[src/rtl/apb_initiator.sv]
// -----------------------------------------------------------------------------
// apb_initiator
//   Turns a simple valid/ready command into a single APB transfer and returns
//   the outcome through a valid/ready response. Only one transfer is in flight
//   at a time. An optional ACCESS-phase watchdog ends a transfer whose slave
//   never asserts m_pready and reports it as an error.
//
//   state  | meaning
//   -------+-------------------------------------------------------------
//   IDLE   | bus quiet, req_ready=1, waiting for req_valid
//   SETUP  | psel=1, penable=0, captured address/control/data on the bus
//   ACCESS | psel=1, penable=1, waiting for m_pready or the watchdog limit
//   RESP   | rsp_valid=1 with stable rdata/err until rsp_ready
//
// Ports
//   clk, rst              clock, asynchronous active-high reset
//   req_valid/req_ready   command handshake (ready only while IDLE)
//   req_write, req_addr,
//   req_wdata, req_strb   command contents, captured at acceptance
//   rsp_valid/rsp_ready   response handshake
//   rsp_rdata, rsp_err    read data (0 for writes/timeouts), slave error/timeout
//   m_p*                  APB initiator-side signals
// -----------------------------------------------------------------------------
module apb_initiator #(
  parameter int ADDR_WIDTH     = 32,
  parameter int DATA_WIDTH     = 32,
  parameter int WSTRB_WIDTH    = (DATA_WIDTH - 1) / 8 + 1,
  parameter int TIMEOUT_CYCLES = 16
) (
  input  logic                   clk,
  input  logic                   rst,
  input  logic                   req_valid,
  output logic                   req_ready,
  input  logic                   req_write,
  input  logic [ADDR_WIDTH-1:0]  req_addr,
  input  logic [DATA_WIDTH-1:0]  req_wdata,
  input  logic [WSTRB_WIDTH-1:0] req_strb,
  output logic                   rsp_valid,
  input  logic                   rsp_ready,
  output logic [DATA_WIDTH-1:0]  rsp_rdata,
  output logic                   rsp_err,
  output logic                   m_psel,
  output logic                   m_penable,
  output logic                   m_pwrite,
  output logic [ADDR_WIDTH-1:0]  m_paddr,
  output logic [DATA_WIDTH-1:0]  m_pwdata,
  output logic [WSTRB_WIDTH-1:0] m_pstrb,
  input  logic [DATA_WIDTH-1:0]  m_prdata,
  input  logic                   m_pready,
  input  logic                   m_pslverr
);

  localparam int CNT_W = (TIMEOUT_CYCLES < 1) ? 1 : $clog2(TIMEOUT_CYCLES + 1);
  localparam logic [CNT_W-1:0] CNT_MAX = '1;
  localparam logic [CNT_W-1:0] CNT_ONE = CNT_W'(1);
  // Counter value during the last permitted ACCESS cycle; the bump out of it
  // would reach TIMEOUT_CYCLES.
  localparam logic [CNT_W-1:0] TO_LAST =
      (TIMEOUT_CYCLES > 0) ? CNT_W'(TIMEOUT_CYCLES - 1) : '0;

  typedef enum logic [1:0] {IDLE, SETUP, ACCESS, RESP} state_t;

  state_t                 state_q;
  logic [CNT_W-1:0]       wait_cnt_q;
  logic [CNT_W-1:0]       wait_cnt_d;
  logic                   timeout_hit;

  logic                   m_psel_q;
  logic                   m_penable_q;
  logic                   m_pwrite_q;
  logic [ADDR_WIDTH-1:0]  m_paddr_q;
  logic [DATA_WIDTH-1:0]  m_pwdata_q;
  logic [WSTRB_WIDTH-1:0] m_pstrb_q;
  logic                   rsp_valid_q;
  logic [DATA_WIDTH-1:0]  rsp_rdata_q;
  logic                   rsp_err_q;

  // Saturating increment: the counter never wraps, even with the watchdog off.
  always_comb begin
    wait_cnt_d = wait_cnt_q;
    if (wait_cnt_q != CNT_MAX) begin
      wait_cnt_d = wait_cnt_q + CNT_ONE;
    end
  end

  assign timeout_hit = (TIMEOUT_CYCLES > 0) && (wait_cnt_q == TO_LAST);

  always_ff @(posedge clk or posedge rst) begin
    if (rst) begin
      state_q     <= IDLE;
      wait_cnt_q  <= '0;
      m_psel_q    <= 1'b0;
      m_penable_q <= 1'b0;
      m_pwrite_q  <= 1'b0;
      m_paddr_q   <= '0;
      m_pwdata_q  <= '0;
      m_pstrb_q   <= '0;
      rsp_valid_q <= 1'b0;
      rsp_rdata_q <= '0;
      rsp_err_q   <= 1'b0;
    end else begin
      case (state_q)
        IDLE: begin
          if (req_valid) begin
            state_q    <= SETUP;
            m_psel_q   <= 1'b1;
            m_pwrite_q <= req_write;
            m_paddr_q  <= req_addr;
            m_pwdata_q <= req_wdata;
            m_pstrb_q  <= req_write ? req_strb : '0;
          end
        end
        SETUP: begin
          state_q     <= ACCESS;
          m_penable_q <= 1'b1;
          wait_cnt_q  <= '0;
        end
        ACCESS: begin
          if (m_pready || timeout_hit) begin
            state_q     <= RESP;
            m_psel_q    <= 1'b0;
            m_penable_q <= 1'b0;
            m_pwrite_q  <= 1'b0;
            m_paddr_q   <= '0;
            m_pwdata_q  <= '0;
            m_pstrb_q   <= '0;
            rsp_valid_q <= 1'b1;
            // A ready slave wins over the watchdog in the same cycle.
            if (m_pready) begin
              rsp_rdata_q <= m_pwrite_q ? '0 : m_prdata;
              rsp_err_q   <= m_pslverr;
            end else begin
              rsp_rdata_q <= '0;
              rsp_err_q   <= 1'b1;
            end
          end else begin
            wait_cnt_q <= wait_cnt_d;
          end
        end
        RESP: begin
          if (rsp_ready) begin
            state_q     <= IDLE;
            rsp_valid_q <= 1'b0;
            rsp_rdata_q <= '0;
            rsp_err_q   <= 1'b0;
          end
        end
        default: state_q <= IDLE;
      endcase
    end
  end

  // Ready derives from registered state only, never from req_valid.
  assign req_ready = (state_q == IDLE);

  assign m_psel    = m_psel_q;
  assign m_penable = m_penable_q;
  assign m_pwrite  = m_pwrite_q;
  assign m_paddr   = m_paddr_q;
  assign m_pwdata  = m_pwdata_q;
  assign m_pstrb   = m_pstrb_q;
  assign rsp_valid = rsp_valid_q;
  assign rsp_rdata = rsp_rdata_q;
  assign rsp_err   = rsp_err_q;

endmodule

[config.mk]
export PLATFORM = sky130hd
export DESIGN_NAME = apb_initiator
export DESIGN_NICKNAME = d
export VERILOG_FILES = /design/src/rtl/apb_initiator.sv
export SDC_FILE = /design/constraint.sdc
export NUM_CORES = 1
export LEC_CHECK = 0
export ABC_CLOCK_PERIOD_IN_PS = 7600
export BUFFER_PORTS_ARGS = -buffer_cell sky130_fd_sc_hd__buf_2
export CAP_MARGIN = 20
export CORE_MARGIN = 4
export CORE_UTILIZATION = 49
export CTS_CLUSTER_DIAMETER = 80
export DETAILED_ROUTE_END_ITERATION = 8
export PLACE_DENSITY_LB_ADDON = 0.25
export SYNTH_ARGS = -nofsm -noshare
export SYNTH_HDL_FRONTEND = slang
export SYNTH_SLANG_ARGS = --single-unit
[constraint.sdc]
create_clock -name clk -period 7.6 [get_ports clk]
set_input_delay 0.76 -clock clk [delete_from_list [all_inputs] [get_ports clk]]
set_output_delay 0.76 -clock clk [all_outputs]
set_load 0.02 [all_outputs]
---- Yosys cells after proc, flatten, opt, wreduce, memory -nomap -nowiden ----
Cells that the tools add are included.
storage, ports and cells
  register bits after elaboration ......... 112
  bits in latches ......................... 0
  bits in writable memories ............... 0
  bits in read-only memories .............. 0
  bits of input ports ..................... 107
  output and inout port bits .............. 106
  logic and storage cells ................. 65
  memories ................................ 0
cells by class
  add/subtract/negate cells ............... 1
  $mul .................................... 0
  div/mod/pow operators ................... 0
  order comparisons ....................... 0
  equal/unequal tests ..................... 10
  shift operators ......................... 0
  mux-type cells .......................... 33
  bitwise gates (word level) .............. 0
  reductions and logical operators ........ 10
operators by type and width
  operator               count
  $mux W32               7
  $pmux W32 S2           3
  $mux W4                3
  $reduce_and A3 Y1      4
  $mux W5                2
  $ne A2 B2 Y1 const B   5
  $pmux W1 S2            5
  $pmux W5 S2            1
  $pmux W2 S4            1
  $pmux W4 S2            1
  $mux W1                7
  $mux W2                3
  $reduce_bool A2 Y1     3
  $add A5 B1 Y5 const B  1
  $eq A5 B4 Y1 const B   1
  $ne A5 B5 Y1 const B   1
  $eq A2 B2 Y1 const B   2
  $eq A2 B1 Y1 const B   1
  $logic_not A2 Y1       1
  $reduce_and A2 Y1      1
  $logic_or A1 B1 Y1     1

---- Logic depth before layout (Yosys ltp) ----
Gate-level depths: netlist (run 1).
  depth in word-level cells ............... 4
  depth in mapped cells ................... 8
  gate-level depth less buffers ........... 6

---- Least setup slack after synthesis (run 1) ----
No wires, ideal clock.
  kind .................................... reg2reg
  start point ............................. register wait_cnt_q[0]
  end point ............................... register rsp_err_q (netlist: rsp_err)
  library setup time ...................... 0.128 ns
  arrival ................................. 1.896 ns
  data required time ...................... 7.472 ns
  slack ................................... 5.576 ns
  stages on the path, launching flop included .. 7
  path buffers ............................ 0
  period minus slack after synthesis ...... 2.024 ns
  cells stage by stage .................... dfrtp_1 > ha_1 > and3_1 > ha_1 > or3b_4 > o211ai_4 > mux2_1
between the ends
  longest elaborated chain between the ends .. 4
ends and longest elaborated chain
  item                         RTL line  text
  start, declared              64        logic [CNT_W-1:0] wait_cnt_q;
  start signal, assigned       137       wait_cnt_q <= wait_cnt_d;
  $eq A5 B4 Y1                 86        assign timeout_hit = (TIMEOUT_CYCLES > 0) && (wait_cnt_q == TO_LAST);
  $logic_or A1 B1 Y1           119       if (m_pready || timeout_hit) begin
  $ne A2 B2 Y1 (no line)       n/a
  $reduce_and A3 Y1 (no line)  n/a
  end signal, assigned         131       rsp_err_q <= m_pslverr;
  end, declared                76        logic rsp_err_q;
Every way passes these cells.
A chain may end at the register's enable or synchronous reset.

---- Final worst setup path (run 1) ----
  start point ............................. register wait_cnt_q[0]
  end point ............................... register m_paddr_q[6] (netlist: m_paddr[6])
between the ends
  longest elaborated chain between the ends .. 4
ends and longest elaborated chain
  item                         RTL line  text
  $eq A5 B4 Y1                 86
  $logic_or A1 B1 Y1           119
  $ne A2 B2 Y1 (no line)       n/a
  $reduce_and A3 Y1 (no line)  n/a
  end signal, assigned         108       m_paddr_q <= req_addr;
  end, declared                71        logic [ADDR_WIDTH-1:0] m_paddr_q;
Every way passes these cells.

==> run metrics, run 1 <==
CP Class register to register; number of clock sinks 112; setup TNS 0 ps; endpoints failing setup 0; Slew Viols, Final 0; Fin. Hold Viols 0; Mean Syn Cell Area 15.1 µm²; Reg2Reg Depth 7; most frequent cells in the layout buf_2, dfrtp_1, a22o_2, a22o_1, clkbuf_8; Syn Inst Count 288; initial antenna violation count 0; Yosys reg bits 112; area of the core 0.00868 mm²; routed vias 3,300; fin util 0.649; drt drc 0; root buffer cell clkbuf_8; Post-CTS Resized 0; Final ANT Viol Nets 0; Detailed Place HPWL 7500 µm; fin crit share 0.351; flop2flop setup slack 4930 ps; f_max 0.375 GHz; die width 102 µm; GR Util All Layers 0.199; CP dominant cell by count ha_1; Least-Margin Pin Slew 914 ps; post-route design area 0.00563 mm²; Synthesis Warnings 0; cell row count 34; Fin Hold WS 455 ps; Hold Buf Count CTS 0; vias in the first global route 3,263; synthesized net count 402; Num CTS Buffers 9; gr ovfl total 0; drt wl/cell 17.5 µm; Filler Cell Count 663; Post-layout nets 607; diodes inserted 0; CTS tree built; die height 102 µm; largest net degree at the start of global routing 67; starting density of the core 0.500; cell area after placement 0.00541 mm²; leakage 3.18 nW; die footprint 0.0104 mm²; distinct cell type count after synthesis 29; leading area contributor after synthesis dfrtp_1; H-Tree Depth 3; clk_skew 14.7 ps; clk slew on worst S/H paths 110 ps; later-pin clock latency in the skew report 360 ps; ranking of synthesized cells by area dfrtp_1, a22o_2, a22o_1; Critical Path Fanout Max 40; relative slew slack 0.388; mean number of vias per cell 5.45; setup repair bufs after CTS 0; Max Root-Sink Buffers 2; 1st-iter DRT viols 140; total routed wirelength 10,600 µm; RSZ-0062 raised after global routing false; Reg2Reg Launch Point wait_cnt_q[0]$_DFFE_PP0P_; DRT Pass-1 Iters 5; crit start category register; mapped cell area 0.00434 mm²; Synth top area share 0.645; fraction of layout cells with a size suffix above 1 0.602; crit path time final 2670 ps; CP arrival 2960 ps; max cap viols 0; Hold WC Path Type input pin to async pin; sequential element share of the synthesized area 0.645; critical-path cell list ha_1, and3_1, ha_1, or3b_4, o211ai_4, buf_4, a22o_2; Final GP Congestion 0.744; Setup crit end kind register; Critical Path Slowest Stage Cell buf_4; IO Port Bufs 212; first-pass GRT wire length 16,300 µm; outcome complete, no violations; R2R Path End m_paddr[6]$_DFFE_PP0P_; Synth-to-Final Area Change 29.7%; Max stage delay on crit path 500 ps; Power Density 459 mW/mm²; maximum VDD drop 0.257 mV; worst path required time 7890 ps; commonest non-fill, non-tap cell in the layout buf_2; IO Count 213
==> how the worst max path moves through the flow <==
stage                                    startpoint                       end  slack, ps  depth (start not counted)
after floorplan                                 rst    m_paddr[0]$_DFFE_PP0P_       3880                          1
after global placement    wait_cnt_q[0]$_DFFE_PP0P_    m_paddr[8]$_DFFE_PP0P_       5040                          7
after detailed placement  wait_cnt_q[0]$_DFFE_PP0P_  m_pwdata[24]$_DFFE_PP0P_       4960                          7
after CTS                 wait_cnt_q[0]$_DFFE_PP0P_    m_paddr[6]$_DFFE_PP0P_       4950                          7
after global routing      wait_cnt_q[0]$_DFFE_PP0P_    m_paddr[6]$_DFFE_PP0P_       4810                          7
final                     wait_cnt_q[0]$_DFFE_PP0P_    m_paddr[6]$_DFFE_PP0P_       4930                          7
==> kinds of logic after synthesis <==
| logic type | count (synthesis) | share of synthesized area |
|---|---|---|
| AO/OA/AOI/OAI | 113 | 0.247 |
| flip-flops | 112 | 0.645 |
| buffers and inverters | 29 | 0.0441 |
| AND/OR/NAND/NOR | 22 | 0.0297 |
| adder cells (fa/ha/maj) | 7 | 0.0202 |
| multiplexers | 5 | 0.0133 |
==> layout make-up <==
type	instances	area, µm²	area share
Clock buffer	10	138	0.0244
Tap cell	108	135	0.0240
Multi-Input combinational cell	147	1360	0.241
Inverter	7	28.8	0.00511
Clock inverter	6	75.1	0.0133
Sequential cell	112	2800	0.497
Timing Repair Buffer	216	1100	0.195
==> power by group <==
group	internal (mW)	total, mW	switching [mW]	leakage (nW)
Clock	0.168	0.371	0.204	0.111
Combinational	0.483	1.23	0.744	1.57
Sequential	0.844	0.986	0.142	1.50
Total	1.49	2.58	1.09	3.18
==> cell usage after synthesis, drive strengths merged <==
cell type	count
or3b	1
nor3	2
a21o	1
nor2	2
and3	3
clkbuf	11
mux2i	2
buf	11
nand2	6
a22o	98
a32o	4
o211ai	5
nand4	2
inv	7
or3	2
a21oi	1
o31ai	2
o21ai	2
nand2b	3
nand3	1
ha	7
mux2	3
dfrtp	112
==> state kept, by name (all words and copies together), names as in the netlist <==
| register | count |
|---|---|
| rsp_valid | 1 |
| rsp_err | 1 |
| m_paddr | 32 |
| m_pwdata | 32 |
| m_pwrite | 1 |
| m_psel | 1 |
| m_penable | 1 |
| state_q | 2 |
| rsp_rdata | 32 |
| m_pstrb | 4 |
| wait_cnt_q | 5 |
==> metrics by stage <==
stage | setup WS [ps] | power (mW) | cells
global route | 4810 | 2.74 | 606
global placement | 5040 | 2.19 | 589
detailed placement | 4960 | 2.22 | 589
CTS | 4950 | 2.60 | 605
finish | 4930 | 2.58 | 606
floorplan | 3880 | 1.90 | 288
==> metal layers <==
metal  up-vias  share of wire  GRT usage
met5         -              0          0
met4         0          0.022     0.0817
met2       151           0.47      0.313
met1      1617           0.42      0.261
li1       1513              -          -
met3        19          0.092     0.0560
==> worst max-delay path, delay by kind of cell (launching register included) <==
family	cells	cell delay [ps]
AOI/OAI and AO/OA	2	550
adders and majority gates	2	470
DFF	1	430
buffers and inverters	1	500
and+or+nand+nor	2	640
(Power assumes the default switching activity.)
==> run 2: changes to the inputs <==
--- a/config.mk
+++ b/config.mk
@@ -5,11 +5,12 @@
 export SDC_FILE = /design/constraint.sdc
 export NUM_CORES = 1
 export LEC_CHECK = 0
-export ABC_CLOCK_PERIOD_IN_PS = 7600
+export ABC_AREA = 1
+export ABC_CLOCK_PERIOD_IN_PS = 2600
 export BUFFER_PORTS_ARGS = -buffer_cell sky130_fd_sc_hd__buf_2
 export CAP_MARGIN = 20
 export CORE_MARGIN = 4
-export CORE_UTILIZATION = 49
+export CORE_UTILIZATION = 47
 export CTS_CLUSTER_DIAMETER = 80
 export DETAILED_ROUTE_END_ITERATION = 8
 export PLACE_DENSITY_LB_ADDON = 0.25
==> constraint.sdc (replaced) <==
create_clock -name clk -period 2.6 [get_ports clk]
set_input_delay 0.26 -clock clk [delete_from_list [all_inputs] [get_ports clk]]
set_output_delay 0.26 -clock clk [all_outputs]
set_load 0.02 [all_outputs]
==> run metrics, run 2 <==
clk_skew 7.48 ps; crit path from wait_cnt_q[0]$_DFFE_PP0P_; fraction of layout cells with a size suffix above 1 0.333; later-pin clock latency in the skew report 370 ps; Synth Flop Type dfrtp_1; top cells by count, synth nand2_1, dfrtp_1, o21ai_0; Switching Fraction 0.459; Pint 4.06 mW; CP arrival 2250 ps; Fin. Hold Viols 0; Mean Syn Cell Area 9.04 µm²; leakage 3.50 nW; 1st-iter DRT viols 245; Syn Inst Count 515; die height 108 µm; most frequent cells in the layout buf_2, nand2_1, dfrtp_1, o21ai_0, inv_1; f_max 0.508 GHz; Hold Buf Count CTS 0; setup TNS 0 ps; relative slew slack 0.499; Reg2Reg Depth 10; distinct cell type count after synthesis 17; gr ovfl total 0; Post-CTS Resized 0; initial antenna violation count 1; count leader, synth nand2_1; clk slew on worst S/H paths 100 ps; CTS tree built; mean number of vias per cell 4.66; leading area contributor after synthesis dfrtp_1; Final ANT Viol Nets 0; fin crit share 0.757; CP Class register to register; mapped cell area 0.00466 mm²; max cap viols 0; GR Util All Layers 0.200; Reg2Reg Launch Point wait_cnt_q[0]$_DFFE_PP0P_; combinational fraction of design power 0.480; cell area after placement 0.00581 mm²; Critical Path Fanout Max 70; Post-layout nets 833; drt drc 0; endpoints failing setup 0; H-Tree Depth 3; die width 108 µm; cell row count 36; synthesized net count 629; crit start category register; Yosys reg bits 112; largest net degree at the start of global routing 71; setup repair bufs after CTS 0; Filler Cell Count 885; Sw Pwr 3.44 mW; Power Density 1250 mW/mm²; sequential power share 0.385; Least-Margin Pin Slew 750 ps; first-pass GRT wire length 18,400 µm; ranking of synthesized cells by area dfrtp_1, o21ai_0, nand2_1; Synthesis Warnings 0; IO Count 213; Clk network pwr share 0.135; outcome complete, no violations; worst path required time 2880 ps; number of clock sinks 112; drt wl/cell 13.4 µm; die footprint 0.0116 mm²; DRT Pass-1 Iters 4; number of synthesized flops with an enable pin 0; commonest non-fill, non-tap cell in the layout buf_2; maximum VDD drop 0.585 mV; root buffer cell clkbuf_8; Final GP Congestion 0.818; Setup crit end kind register; RSZ-0062 raised after global routing false; post-route design area 0.00600 mm²; starting density of the core 0.479; sequential element share of the synthesized area 0.602; Synth-to-Final Area Change 28.9%; Max Root-Sink Buffers 2; multi-input logic area 0.00138 mm²; Hold WC Path Type input pin to async pin; Synth top area share 0.602; Detailed Place HPWL 8380 µm; register area 0.00280 mm²; IO Port Bufs 212; crit path time final 1970 ps; diodes inserted 0; total routed wirelength 11,500 µm; Post-synth ARST share 1.00; vias in the first global route 3,931; Slew Viols, Final 0; area of the core 0.00973 mm²; Num CTS Buffers 9; Fin Hold WS 6.53 ps; routed vias 3,990
==> run 2: final cells by class <==
type                            count  share of cell area
Sequential cell                   112               0.467
Multi-Input combinational cell    297               0.231
Timing Repair Buffer              220               0.193
Inverter                           79              0.0500
Tap cell                          133              0.0277
Clock buffer                       11              0.0219
Clock inverter                      5             0.00959
==> run 2: final timing paths <==
check / end / slack (ps)
worst min register to register: m_pstrb[0]$_DFFE_PP0P_ / 480
worst max-delay path: m_pwdata[29]$_DFFE_PP0P_ / 630
worst min-delay path: rsp_rdata[3]$_DFFE_PP0P_ / 7
min in group clk: m_pstrb[0]$_DFFE_PP0P_ / 90
max in group asynchronous: wait_cnt_q[2]$_DFFE_PP0P_ / 1820
worst max register to register: m_pwdata[29]$_DFFE_PP0P_ / 630
==> run 2: power groups by stage <==
stage          clock network [mW]  registers, mW  logic (mW)
3_5_place_dp                    0           2.91        3.66
5_1_grt                      1.13           2.98        4.00
6_report                     1.01           2.89        3.60
3_3_place_gp                    0           2.90        3.58
4_1_cts                      1.06           2.89        3.65
2_1_floorplan                   0           3.79        1.63
==> run 2: per-stage QoR <==
step / power [mW] / setup WS (ps) / cells / utilization
after CTS: 7.61 / 612 / 857 / 0.617
after detailed placement: 6.57 / 647 / 841 / 0.597
final: 7.51 / 632 / 857 / 0.617
after floorplan: 5.42 / 895 / 515 / -
after global placement: 6.48 / 737 / 841 / 0.597
after global routing: 8.11 / 359 / 857 / 0.617
==> run 2: per-layer routing <==
layer | vias to the layer above | GRT usage | part of all wire
met3 | 14 | 0.0690 | 0.094
li1 | 2008 | - | -
met4 | 2 | 0.0676 | 0.014
met2 | 149 | 0.323 | 0.47
met1 | 1817 | 0.251 | 0.42
met5 | - | 0 | 0.0017
==> run 2: logic make-up (layout without fill, tap and decap cells) <==
| logic type | count (synthesis) | in the layout | share of synthesized area |
|---|---|---|---|
| buffers and inverters | 106 | 315 | 0.103 |
| AOI/OAI and AO/OA | 106 | 106 | 0.114 |
| and+or+nand+nor | 184 | 184 | 0.163 |
| DFF | 112 | 112 | 0.602 |
| adders and majority gates | 7 | 7 | 0.0188 |
==> run 2: critical path, stage by stage (launching register included) <==
cell and delay, ps:
dfrtp_1 440, ha_1 230, nand2_1 80, nor2_1 60, ha_1 180, nor2_1 150
nand2_1 150, nand3_2 110, buf_12 270, nand2_1 70, o21ai_0 90
